**config.mk**
```make
export PLATFORM = sky130hd
export DESIGN_NAME = arbitro_escrita_banco_flat
export DESIGN_NICKNAME = d
export VERILOG_FILES = /design/src/rtl/arbitro_escrita_banco_if.sv /design/src/rtl/arbitro_escrita_banco.sv /design/src/flat_wrapper.sv
export SDC_FILE = /design/constraint.sdc
export NUM_CORES = 1
export LEC_CHECK = 0
export CORE_MARGIN = 5
export CORE_UTILIZATION = 54
export CTS_CLUSTER_SIZE = 14
export DETAILED_ROUTE_END_ITERATION = 8
export HOLD_SLACK_MARGIN = 0.05
export PLACE_DENSITY = 0.8
export SYNTH_ARGS = -nofsm -noshare
export SYNTH_HDL_FRONTEND = slang
export SYNTH_SLANG_ARGS = --single-unit
export TNS_END_PERCENT = 5
```
**constraint.sdc**
```tcl
create_clock -name Clock -period 2.2 [get_ports Clock]
set_input_delay 0.44 -clock Clock [delete_from_list [all_inputs] [get_ports Clock]]
set_output_delay 0.44 -clock Clock [all_outputs]
set_load 0.01 [all_outputs]
```
**src/rtl/arbitro_escrita_banco_if.sv**
```systemverilog
// Write-request and bank-write signal bundle between the two producers and
// the register-bank write arbiter.
interface arbitro_escrita_banco_if #(
    parameter int LARGURA_DADO = 8,
    parameter int LARGURA_END  = 3
);
    logic                          Valid0;
    logic                          Valid1;
    logic [LARGURA_END-1:0]        Reg0;
    logic [LARGURA_END-1:0]        Reg1;
    logic [LARGURA_DADO-1:0]       Dado0;
    logic [LARGURA_DADO-1:0]       Dado1;
    logic                          Ready0;
    logic                          Ready1;
    logic                          RegWrite;
    logic [LARGURA_END-1:0]        RegEscr;
    logic [LARGURA_DADO-1:0]       DadoEscr;
    logic [(1<<LARGURA_END)-1:0]   Pendente;
    logic                          Ocioso;

    modport master (
        output Valid0, Valid1, Reg0, Reg1, Dado0, Dado1,
        input  Ready0, Ready1, RegWrite, RegEscr, DadoEscr, Pendente, Ocioso
    );

    modport slave (
        input  Valid0, Valid1, Reg0, Reg1, Dado0, Dado1,
        output Ready0, Ready1, RegWrite, RegEscr, DadoEscr, Pendente, Ocioso
    );
endinterface

```
**src/rtl/arbitro_escrita_banco.sv**
```systemverilog
// Round-robin write-port arbiter for the register bank: two 2-entry request
// FIFOs, one registered bank write per cycle, and a per-register pending mask.
module arbitro_escrita_banco #(
    parameter int LARGURA_DADO = 8,
    parameter int LARGURA_END  = 3
) (
    input logic                    Clock,
    input logic                    ResetN,
    arbitro_escrita_banco_if.slave bus
);
    localparam int NUM_REGS = 1 << LARGURA_END;

    logic [LARGURA_END-1:0]  fifoReg  [2][2];
    logic [LARGURA_DADO-1:0] fifoDado [2][2];
    logic [1:0]              ocup     [2];
    logic [1:0]              rdPtr;
    logic [1:0]              wrPtr;
    logic                    ultimo;

    logic [LARGURA_END-1:0]  regIn  [2];
    logic [LARGURA_DADO-1:0] dadoIn [2];
    logic [1:0]              valid;
    logic [1:0]              ready;
    logic [1:0]              naoVazia;
    logic [1:0]              push;
    logic [1:0]              pop;
    logic                    grant;
    logic                    doGrant;

    logic                    regWrite;
    logic [LARGURA_END-1:0]  regEscr;
    logic [LARGURA_DADO-1:0] dadoEscr;
    logic [NUM_REGS-1:0]     pendente;
    logic                    slotOk;

    always_comb begin
        valid     = {bus.Valid1, bus.Valid0};
        regIn[0]  = bus.Reg0;
        regIn[1]  = bus.Reg1;
        dadoIn[0] = bus.Dado0;
        dadoIn[1] = bus.Dado1;
        for (int unsigned i = 0; i < 2; i++) begin
            ready[i]    = (ocup[i] != 2'd2);
            naoVazia[i] = (ocup[i] != 2'd0);
            push[i]     = valid[i] && ready[i];
        end
    end

    // With a single non-empty FIFO it wins outright; under contention the
    // requester that was not served last time goes first.
    always_comb begin
        doGrant = |naoVazia;
        grant   = (&naoVazia) ? ~ultimo : ~naoVazia[0];
        pop     = '0;
        if (doGrant) begin
            pop[grant] = 1'b1;
        end
    end

    always_ff @(posedge Clock or negedge ResetN) begin
        if (!ResetN) begin
            for (int unsigned i = 0; i < 2; i++) begin
                for (int unsigned s = 0; s < 2; s++) begin
                    fifoReg[i][s]  <= '0;
                    fifoDado[i][s] <= '0;
                end
                ocup[i] <= '0;
            end
            rdPtr <= '0;
            wrPtr <= '0;
        end else begin
            for (int unsigned i = 0; i < 2; i++) begin
                if (push[i]) begin
                    fifoReg[i][wrPtr[i]]  <= regIn[i];
                    fifoDado[i][wrPtr[i]] <= dadoIn[i];
                    wrPtr[i]              <= ~wrPtr[i];
                end
                if (pop[i]) begin
                    rdPtr[i] <= ~rdPtr[i];
                end
                ocup[i] <= ocup[i] + 2'(push[i]) - 2'(pop[i]);
            end
        end
    end

    always_ff @(posedge Clock or negedge ResetN) begin
        if (!ResetN) begin
            regWrite <= 1'b0;
            regEscr  <= '0;
            dadoEscr <= '0;
            ultimo   <= 1'b1;
        end else begin
            regWrite <= doGrant;
            if (doGrant) begin
                regEscr  <= fifoReg[grant][rdPtr[grant]];
                dadoEscr <= fifoDado[grant][rdPtr[grant]];
                ultimo   <= grant;
            end
        end
    end

    // A slot holds a live entry if the FIFO is full, or it is the head of a
    // single-entry FIFO.
    always_comb begin
        pendente = '0;
        slotOk   = 1'b0;
        for (int unsigned i = 0; i < 2; i++) begin
            for (int unsigned s = 0; s < 2; s++) begin
                slotOk = (ocup[i] == 2'd2) ||
                         ((ocup[i] == 2'd1) && (rdPtr[i] == 1'(s)));
                if (slotOk) begin
                    pendente[fifoReg[i][s]] = 1'b1;
                end
            end
        end
        if (regWrite) begin
            pendente[regEscr] = 1'b1;
        end
    end

    assign bus.Ready0   = ready[0];
    assign bus.Ready1   = ready[1];
    assign bus.RegWrite = regWrite;
    assign bus.RegEscr  = regEscr;
    assign bus.DadoEscr = dadoEscr;
    assign bus.Pendente = pendente;
    assign bus.Ocioso   = ~naoVazia[0] & ~naoVazia[1] & ~regWrite;
endmodule

```
**src/flat_wrapper.sv**
```systemverilog
// flat-port wrapper written by rule: the top's interface ports become plain ports
module arbitro_escrita_banco_flat 
#(
    parameter int LARGURA_DADO = 8,
    parameter int LARGURA_END  = 3
)
  (Clock, ResetN, bus_Valid0, bus_Valid1, bus_Reg0, bus_Reg1, bus_Dado0, bus_Dado1, bus_Ready0, bus_Ready1, bus_RegWrite, bus_RegEscr, bus_DadoEscr, bus_Pendente, bus_Ocioso);
  arbitro_escrita_banco_if #(.LARGURA_DADO(LARGURA_DADO), .LARGURA_END(LARGURA_END)) bus_i ();
  input logic Clock;
  input logic ResetN;
  input wire logic [$bits(bus_i.Valid0)-1:0] bus_Valid0;
  input wire logic [$bits(bus_i.Valid1)-1:0] bus_Valid1;
  input wire logic [$bits(bus_i.Reg0)-1:0] bus_Reg0;
  input wire logic [$bits(bus_i.Reg1)-1:0] bus_Reg1;
  input wire logic [$bits(bus_i.Dado0)-1:0] bus_Dado0;
  input wire logic [$bits(bus_i.Dado1)-1:0] bus_Dado1;
  output wire logic [$bits(bus_i.Ready0)-1:0] bus_Ready0;
  output wire logic [$bits(bus_i.Ready1)-1:0] bus_Ready1;
  output wire logic [$bits(bus_i.RegWrite)-1:0] bus_RegWrite;
  output wire logic [$bits(bus_i.RegEscr)-1:0] bus_RegEscr;
  output wire logic [$bits(bus_i.DadoEscr)-1:0] bus_DadoEscr;
  output wire logic [$bits(bus_i.Pendente)-1:0] bus_Pendente;
  output wire logic [$bits(bus_i.Ocioso)-1:0] bus_Ocioso;
  assign bus_i.Valid0 = bus_Valid0;
  assign bus_i.Valid1 = bus_Valid1;
  assign bus_i.Reg0 = bus_Reg0;
  assign bus_i.Reg1 = bus_Reg1;
  assign bus_i.Dado0 = bus_Dado0;
  assign bus_i.Dado1 = bus_Dado1;
  assign bus_Ready0 = bus_i.Ready0;
  assign bus_Ready1 = bus_i.Ready1;
  assign bus_RegWrite = bus_i.RegWrite;
  assign bus_RegEscr = bus_i.RegEscr;
  assign bus_DadoEscr = bus_i.DadoEscr;
  assign bus_Pendente = bus_i.Pendente;
  assign bus_Ocioso = bus_i.Ocioso;
  arbitro_escrita_banco #(.LARGURA_DADO(LARGURA_DADO), .LARGURA_END(LARGURA_END)) u_core (.Clock(Clock), .ResetN(ResetN), .bus(bus_i));
endmodule
```
# Word-level counts from Yosys, hierarchy flattened
# Index checks and enable logic that the tools add are counted.
# W data, S select, Z words.
# totals
ff_bits,65
out_inout_bits,23
elab_cells,131
# classes
bitwise,18
mux,45
n_addsub,4
order_cmp,18
reduce_logical,22
n_eq_ne,6
# op_table
operator,n
$mux W8,10
$mux W16,3
$bwmux W16,2
$or A8 B8 Y8,4
$lt A3 B4 Y1 const B,5
$mux W6,3
$demux W8 S1,2
$demux W1 S3,5
$ge A3 B1 Y1 const B,5
$mux W3,5
$logic_and A1 B1 Y1,14
$bwmux W6,2
$mux W1,9
$ge A2 B2 Y1 const B,4
$not A1 Y1,8
$not A1 Y2,4
$demux W3 S1,2
$add A2 B1 Y2,2
$eq A2 B1 Y1 const B,2
$eq A2 B2 Y1 const B,2
$logic_or A1 B1 Y1,4
$lt A2 B1 Y1 const B,2
$ne A2 B2 Y1 const B,2
$reduce_bool A2 Y1,2
other kinds (8),10

# Logic depth before layout (Yosys ltp)
# Gate-level depths: netlist of run 1.
# depth
word_depth,13
mapped_depth,10

# Worst setup path before layout of run 1
# OpenSTA, ideal clock, no wires.
# synth_path
path_kind,reg-to-reg
from,reg u_core.ultimo
to,reg u_core.ocup[1] in the netlist's numbering
arrival_time_ns,1.876
synth_period_minus_slack_ns,2.002
slack_ns,0.198
path_buffers,1
stages_incl_launch_ff,11
cell_sequence,dfstp_2 > o21ba_1 > or2_4 > inv_2 > buf_6 > nor2_1 > ha_1 > inv_1 > ha_1 > xnor2_1 > xnor2_1
# synth_between
elab_chain_cells,8
word_cells_on_any_way,9
# synth_rtl
element,line_no,rtl
"start, declared",arbitro_escrita_banco.sv:18,logic ultimo;
"start signal, assigned",arbitro_escrita_banco.sv:97,ultimo <= grant;
$not A1 Y1 *,arbitro_escrita_banco.sv:53,grant = (&naoVazia) ? ~ultimo : ~naoVazia[0];
$mux W1 *,arbitro_escrita_banco.sv:53,
$lt A1 B2 Y1 (not written as such) / $ge A1 B1 Y1 (equally long branches),arbitro_escrita_banco.sv:56,pop[grant] = 1'b1;
$logic_and A1 B1 Y1 (not written as such),arbitro_escrita_banco.sv:56,
$mux W1 (not written as such),arbitro_escrita_banco.sv:56,
$demux W1 S1 *,--,
$mux W2 *,arbitro_escrita_banco.sv:55,if (doGrant) begin
via u_core.pop[1],arbitro_escrita_banco.sv:26,logic [1:0] pop;
$sub A2 B1 Y2 *,arbitro_escrita_banco.sv:81,ocup[i] <= ocup[i] + 2'(push[i]) - 2'(pop[i]);
"end signal, assigned by index",arbitro_escrita_banco.sv:81,
"end, declared",arbitro_escrita_banco.sv:15,logic [1:0] ocup [2];
# Mark *: on every way through the listed nets, which the timed path passes. The rest lies on a longest branch.
# A chain may end at the register's enable or synchronous reset.

# Worst setup path in the final report of run 1
# layout_path
from,reg u_core.rdPtr[1]
to,out bus_Pendente[5]
# layout_between
elab_chain_cells,8
word_cells_on_any_way,10
# layout_rtl
element,line_no,rtl
"start, declared",arbitro_escrita_banco.sv:16,logic [1:0] rdPtr;
"start signal, assigned by index",arbitro_escrita_banco.sv:79,rdPtr[i] <= ~rdPtr[i];
$not A1 Y1,arbitro_escrita_banco.sv:110,((ocup[i] == 2'd1) && (rdPtr[i] == 1'(s)));
$logic_and A1 B1 Y1,arbitro_escrita_banco.sv:110,
$logic_or A1 B1 Y1,arbitro_escrita_banco.sv:109,slotOk = (ocup[i] == 2'd2) ||
$mux W8,arbitro_escrita_banco.sv:111,if (slotOk) begin
$or A8 B8 Y8 (no line),--,
$mux W8 *,arbitro_escrita_banco.sv:111,
$or A8 B8 Y8 (no line),--,
$mux W8 *,arbitro_escrita_banco.sv:116,if (regWrite) begin
"end, declared",flat_wrapper.sv:22,output wire logic [$bits(bus_i.Pendente)-1:0] bus_Pendente;
# Mark *: on every way between the ends. The rest lies on a longest branch, timed or not.

==> results.md, run 1 <==
- Setup crit end kind: primary output
- Final worst-path cycle share: 1.003
- Avg Vias per Cell: 5.791
- Hold Crit Class: in -> async
- Initial Utilization: 0.5537
- Clock power frac: 0.146
- Critical path, cell by cell: or3b_4, a21oi_2, buf_4, a32oi_1, nand4_1, buf_2
- Antenna cells: 0
- Min Tclk post-route: 2.206 ns
- # rows: 28
- DP HPWL: approximately 5.3 mm
- Post-synth top flop: dfrtp_1
- Ports: 49
- Worst Setup Path Type: reg -> out
- Worst Path Arrival: 1.77 ns
- Fillcell total: about 420
- Worst Tran Pin Value: 0.3594 ns
- Internal power: 4.565 mW
- Worst-Skew Late Latency: 0.35 ns
- Core region area: 5921 um2
- Vias in the first global route: 2,687
- Ys Warns: 0
- Crit-path leading delay family: simple AND/OR/NAND/NOR gates
- Wire per inst: 17.13 um
- CP max stage cell: or3b_4
- Register share of total power: 0.321
- H-tree Lvls: 3
- Maximum VDD drop: 0.001045 V
- Slew Viols, Final: 0
- Initial antenna violation count: 0
- EDFF count, synth: 0
- Die area: 7729 um2
- Worst path bufs/invs: 2
- Clock root buffer: clkbuf_8
- Crit-path max FO: 4
- Final setup viols: 1
- Highest metal used: met4
- CTS tree: done
- Residual overflow from global routing: 0
- PD cells: 1726 nW/um2
- Post-synthesis sequential area ratio: 0.4966
- CTS buffer count: 9
- Yosys reg bits: 65
- MaxCap Viol Count: 0
- Outcome: finished, violations left
- RSZ-0062 raised after global routing: yes
- Crit path launch type: register
- Synthesized cell area: 3278 um2
- Switching Fraction: 0.3854
- First-pass GRT wire length: about 13 mm
- Final core occ: 0.7270
- DR vias: 2,583
- Pleak: 1.765 nW
- Slew margin rel.: 0.7589
- Layout cells sized above 1: 0.3181
- PortBufs: 48
- Hold_ws: 0.09269 ns
- Critical path's largest stage delay: 0.42 ns
- Gate Count Post-Synth: ~290
- Initial DRT Pass Iterations: 4
- Setup WS post-layout: -0.005517 ns
- Final weighted congestion in routability-driven placement: 0.8943
- Nets: 396
- Violated checks: negative setup slack
- DRC: 0
- Die Width: 87.92 um
- Largest net degree at the start of global routing: 66
- Syn_nets: 324
- Initial detailed-routing violation count: 123
- Die Ht: 87.92 um
- Synth cell types: 38
- Max Freq: ~0.45 GHz
- Clock Sinks: 65
- Post-route ant nets: 0
- Final Hold Violating Endpoints: 0
- Net Switching: 2.862 mW
- Clk pin slew, worst setup/hold paths: 0.07 ns
- Routed WL: 7.641 mm
- CTS max path bufs: 2
- DR WL met3: 435 um
- Asr flop ratio synth: 1.000
- Power share of the combinational group: 0.532
- Synth Area per Inst: 11.15 um2
- Layout Skew: 0.005415 ns
- Wl on met1: a little over 3 mm
- Met2 WL post-DR: between 3 and 4 mm
- Crit path required time: 1.76 ns
- GR Util All Layers: 0.2156
- P&R area growth vs syn: 31.30%
[layout make-up]
type	instances	area (um2)	share of cell area
Sequential cell	65	1629	0.3785
Inverter	10	40.04	0.009302
Clock inverter	5	80.08	0.01860
Timing Repair Buffer	75	709.4	0.1648
Tap cell	75	93.84	0.02180
Multi-Input combinational cell	205	1620	0.3765
Clock buffer	11	131.4	0.03052
[power groups by stage]
| stage | sequential, mW | clock (mW) | combinational, mW |
|---|---|---|---|
| after detailed placement | 2.35 | 0 | 3.78 |
| after global routing | 2.47 | 1.17 | 4.33 |
| final | 2.39 | 1.09 | 3.95 |
| after CTS | 2.35 | 1.11 | 3.75 |
| after floorplan | 2.31 | 0 | 2.33 |
| after global placement | 2.33 | 0 | 3.69 |
[path summary, 6_finish.rpt]
| kind | depth (start not counted) | slack, ns | start | end |
|---|---|---|---|---|
| max | 6 | -0.006 | u_core.rdPtr[1]$_DFFE_PN0P_ | bus_Pendente[5] |
| min | 2 | 0.09 | ResetN | u_core.fifoDado[26]$_DFFE_PN0P_ |
| max reg2reg | 11 | 0.10 | u_core.ocup[1]$_DFF_PN0_ | u_core.ocup[1]$_DFF_PN0_ |
| min reg2reg | 2 | 0.49 | u_core.bus.DadoEscr[7]$_DFFE_PN0N_ | u_core.bus.DadoEscr[7]$_DFFE_PN0N_ |
| max in group asynchronous | 2 | 1.79 | ResetN | u_core.ultimo$_DFFE_PN1N_ |
| min in group Clock | 2 | 0.49 | u_core.bus.DadoEscr[7]$_DFFE_PN0N_ | u_core.bus.DadoEscr[7]$_DFFE_PN0N_ |
[cells in the mapped netlist, types with 7 or more instances]
master     n  area share
nand4_1    7       0.013
inv_1      9       0.010
nor2b_1   31       0.059
mux2_2    42        0.14
nand3_1   15       0.023
xnor2_1    7       0.019
buf_2      8       0.012
nand2_1   21       0.024
dfrtp_1   64        0.49
a211oi_1  22       0.050
nor2_1     8      0.0092
o31ai_1   11       0.025
[per-stage QoR]
stage	setup TNS, ns	instances	worst slack (ns)	power (mW)	cell area, um2
floorplan	0	294	0.1985	4.636	3278
global placement	-0.1495	428	-0.05444	6.025	3971
detailed placement	-0.1778	428	-0.04233	6.130	3971
CTS	-0.1612	444	-0.08611	7.206	4198
global route	-0.2761	446	-0.06548	7.974	4304
finish	-0.005517	446	-0.005517	7.427	4304
[cells in the final DEF (no fill, tap or decap), types with 2 or more instances in the layout]
master	netlist	layout
a211oi_1	22	22
a21oi_2	1	3
a22oi_2	0	3
a31oi_1	4	3
a32oi_1	4	4
buf_12	0	3
buf_2	8	7
buf_4	4	19
buf_6	1	4
bufinv_16	0	2
clkbuf_1	1	2
clkbuf_2	0	2
clkbuf_8	0	9
clkdlybuf4s50_1	0	38
clkinvlp_4	0	2
dfrtp_1	64	63
ha_1	4	3
inv_1	9	9
mux2_1	2	2
mux2_2	42	42
nand2_1	21	19
nand2_2	2	4
nand3_1	15	14
nand3b_1	2	2
nand4_1	7	7
nor2_1	8	8
nor2b_1	31	31
nor3_1	4	4
o31ai_1	11	11
or3b_4	0	2
xnor2_1	7	6
[timing repair]
item | 4_1_cts | 5_1_grt
resized for setup | 36 | 27
endpoints found under the setup margin | 10 | 9
hold buffers | 0 | 0
setup buffers | 0 | 1
cloned | 0 | 1
pin swaps | 1 | 12
endpoints found under the hold margin | 0 | 0
[sequential cells by signal, summed over array words and instances, names as in the netlist]
register,flops
u_core.bus.DadoEscr,8
u_core.bus.RegWrite,1
u_core.fifoReg,12
u_core.wrPtr,2
u_core.bus.RegEscr,3
u_core.fifoDado,32
u_core.rdPtr,2
u_core.ocup,4
u_core.ultimo,1
[logic make-up after synthesis]
logic type                 count (synthesis)  share of synthesized area
DFF                                       65                     0.4966
muxes                                     44                     0.1511
buffers and inverters                     24                    0.03740
xor gates and xnor gates                   8                    0.02137
AOI/OAI and AO/OA                         51                     0.1156
adders and majority gates                  4                    0.01527
and+or+nand+nor                           98                     0.1626
[per-layer routing]
layer  vias up  track usage
li1       1211            -
met5         -            0
met3        18      0.04892
met4         0      0.08926
met1      1268       0.2575
met2        86       0.3747
No activity file was read; power rests on OpenSTA's default activity.
==> run 2: changes to the inputs <==
CORE_MARGIN = default   (was 5)
==> run 2 against run 1 <==
- the flow still finishes with violations (negative setup slack)
- non-clock buffer count up 1
- final cell count up 0.22%
- global-route usage up 5.4 points
- sequential power down 2%
- clock power down 5%
- utilization down 1.2 points
- largest power group unchanged
- register-to-register slack better by 0.11 ns
==> results.md, run 2 (synthesized netlist as in run 1, its figures left out) <==
- Die area: 6386 um2 (-17%)
- Initial detailed-routing violation count: 119 (-3.3%)
- Critical path's largest stage delay: 0.42 ns (about the same)
- Ports: 49 (unchanged)
- Commonest non-fill, non-tap cell in the layout: dfrtp_1
- Switching Fraction: 0.3944 (+0.008999)
- RSZ-0062 raised after global routing: yes
- DP HPWL: 5.486 mm (+2.6%)
- Crit path launch type: register
- Crit-path max FO: 3 (-1)
- Residual overflow from global routing: 0 (unchanged)
- Pre-CTS setup slack: -0.07528 ns (-0.03295 ns)
- DRC: 0 (unchanged)
- Avg Vias per Cell: 5.785 (-0.11%)
- Setup WS post-layout: -0.09338 ns (-0.08786 ns)
- Core region area: 5886 um2 (-0.59%)
- Worst Tran Pin Value: 0.4641 ns (+0.1047 ns)
- Most flop-heavy register: u_core.fifoDado
- Post-route ant nets: 0 (unchanged)
- First-pass GRT wire length: 12.57 mm (-0.98%)
- Routed WL: 7.739 mm (+1.3%)
- Internal power: 4.364 mW (-4.4%)
- CP max stage cell: or3b_4
- Die Ht: 79.92 um (-9.1%)
- Slew Viols, Final: 0 (unchanged)
- Clock power frac: 0.144 (-0.002)
- CTS max path bufs: 2 (unchanged)
- Number of flip-flops under the largest register name: 32 (unchanged)
- Crit-path leading delay family: simple AND/OR/NAND/NOR gates
- Initial DRT Pass Iterations: 5 (+1)
- Nets: 397 (+0.25%)
- Clk pin slew, worst setup/hold paths: 0.07 ns (about the same)
- Crit path required time: 1.76 ns (about the same)
- Violated checks: negative setup slack
- Clock Sinks: 65 (unchanged)
- Setup crit end kind: primary output
- GR Util All Layers: 0.2694 (+0.05383)
- Maximum VDD drop: 0.0009099 V (-13%)
- Critical path, cell by cell: or3b_4, a21oi_2, buf_4, a32oi_1, nand4_1, clkdlybuf4s15_2
- Worst Setup Path Type: reg -> out
- CTS tree: done
- Die Width: 79.92 um (-9.1%)
- DR vias: 2,586 (+0.12%)
- Max Freq: 0.4360 GHz (-3.8%)
- Worst path bufs/invs: 2 (unchanged)
- H-tree Lvls: 3 (unchanged)
- Final core occ: 0.7151 (-0.01183)
- Hold_ws: 0.5014 ns (+0.4087 ns)
- Min Tclk post-route: 2.293 ns (+0.08786 ns)
- Largest net degree at the start of global routing: 27 (-59%)
- Outcome: finished, violations left
- MaxCap Viol Count: 0 (unchanged)
- Wire per inst: 17.31 um (+1.1%)
- Most frequent cells in the layout: dfrtp_1 (64), mux2_2 (42), clkdlybuf4s50_1 (38), nor2b_1 (31), buf_4 (26)
- Final worst-path cycle share: 1.042 (+0.03994)
- # rows: 28 (unchanged)
- Final Hold Violating Endpoints: 0 (unchanged)
- Worst Path Arrival: 1.85 ns (+0.08 ns)
- Hold Crit Class: reg -> reg
- CTS buffer count: 9 (unchanged)
- Slew margin rel.: 0.6906 (-0.06836)
- Fillcell total: 431 (+2.1%)
- PortBufs: 48 (unchanged)
- Clock root buffer: clkbuf_8
- Register share of total power: 0.325 (+0.004)
- Final setup viols: 3 (+2)
- Vias in the first global route: 2,511 (-6.6%)
- Initial antenna violation count: 0 (unchanged)
- Layout cells sized above 1: 0.2849 (-0.03311)
- Net Switching: 2.842 mW (-0.71%)
- Power share of the combinational group: 0.530 (-0.002)
- PD cells: 1712 nW/um2 (-0.78%)
- Layout Skew: 0.01360 ns (+0.008189 ns)
- Final weighted congestion in routability-driven placement: 0.8606 (-3.8%)
- P&R area growth vs syn: 28.40%
- Worst-Skew Late Latency: 0.35 ns (about the same)
- Pleak: 1.770 nW (+0.29%)
- Initial Utilization: 0.5570 (+0.003296)
- Antenna cells: 0 (unchanged)
-- run 2: changes by cell type in the layout (fill, tap and decap cells not counted), moves of 3 or more --
cell and change:
buf_4 +7, buf_2 -5, a22oi_1 +3, a22oi_2 -3, buf_12 -3, buf_6 -3
dlygate4sd2_1 +3
-- run 2: layer usage --
layer	global-route usage	wire length (um)	share of wire	vias to the layer above
met5	0	0	0	-
met2	0.4564	3971	0.51	80
met4	0.1286	205	0.026	0
li1	-	-	-	1217
met3	0.04457	323	0.042	23
met1	0.3341	3238	0.42	1266
-- run 2: worst register-to-register path, cell delays in order, from the launching register on --
cell and delay [ns]:
dfrtp_1 0.38, buf_4 0.16, o21ba_1 0.20, or2_4 0.24
inv_2 0.07, nor2_1 0.07, ha_1 0.29, inv_1 0.04
ha_1 0.17, xnor2_1 0.16, xnor2_1 0.13
-- run 2: worst paths after layout --
check	startpoint	to	slack [ns]	depth (start not counted)
worst max-delay path	u_core.rdPtr[1]$_DFFE_PN0P_	bus_Pendente[5]	-0.09	6
worst min-delay path	u_core.fifoDado[28]$_DFFE_PN0P_	u_core.fifoDado[28]$_DFFE_PN0P_	0.50	1
worst max register to register	u_core.ocup[1]$_DFF_PN0_	u_core.ocup[1]$_DFF_PN0_	0.21	10
worst min register to register	u_core.fifoDado[28]$_DFFE_PN0P_	u_core.fifoDado[28]$_DFFE_PN0P_	0.50	1
max in group asynchronous	ResetN	u_core.bus.DadoEscr[7]$_DFFE_PN0N_	0.91	3
min in group asynchronous	ResetN	u_core.fifoDado[2]$_DFFE_PN0P_	0.57	2
-- run 2: power groups by stage --
stage	clock network (mW)	registers [mW]	logic, mW
2_1_floorplan	0	2.31	2.33
3_3_place_gp	0	2.31	3.73
3_5_place_dp	0	2.33	3.82
4_1_cts	1.05	2.33	3.84
5_1_grt	1.11	2.42	4.18
6_report	1.04	2.34	3.82
-- run 2: stage by stage --
stage / setup TNS, ns / power [mW] / area, um2 / cells
4_1_cts: -0.5419 / 7.232 / 4213 / 447
2_1_floorplan: 0 / 4.636 / 3278 / 294
6_report: -0.2361 / 7.206 / 4209 / 447
3_3_place_gp: -0.2370 / 6.038 / 3966 / 429
3_5_place_dp: -0.2797 / 6.155 / 3966 / 429
5_1_grt: -0.6750 / 7.709 / 4209 / 447
-- run 2: final cells by class --
class                      instances  area, um2  area share
clock buffer                      10      137.6     0.03270
clock inverter                     6      66.31     0.01576
inverter                          10      37.54    0.008918
multi-input combinational        205       1568      0.3725
sequential                        65       1628      0.3867
tap                               75      93.84     0.02229
timing repair buffer              76      678.2      0.1611
-- run 2: repair_timing --
| action | in CTS | in global routing |
|---|---|---|
| endpoints found under the hold margin | 19 | 0 |
| pin swaps | 1 | 0 |
| hold buffers | 1 | 0 |
| setup endpoints to repair | 9 | 8 |
| gates resized for setup | 24 | 5 |
| setup buffers | 1 | 0 |
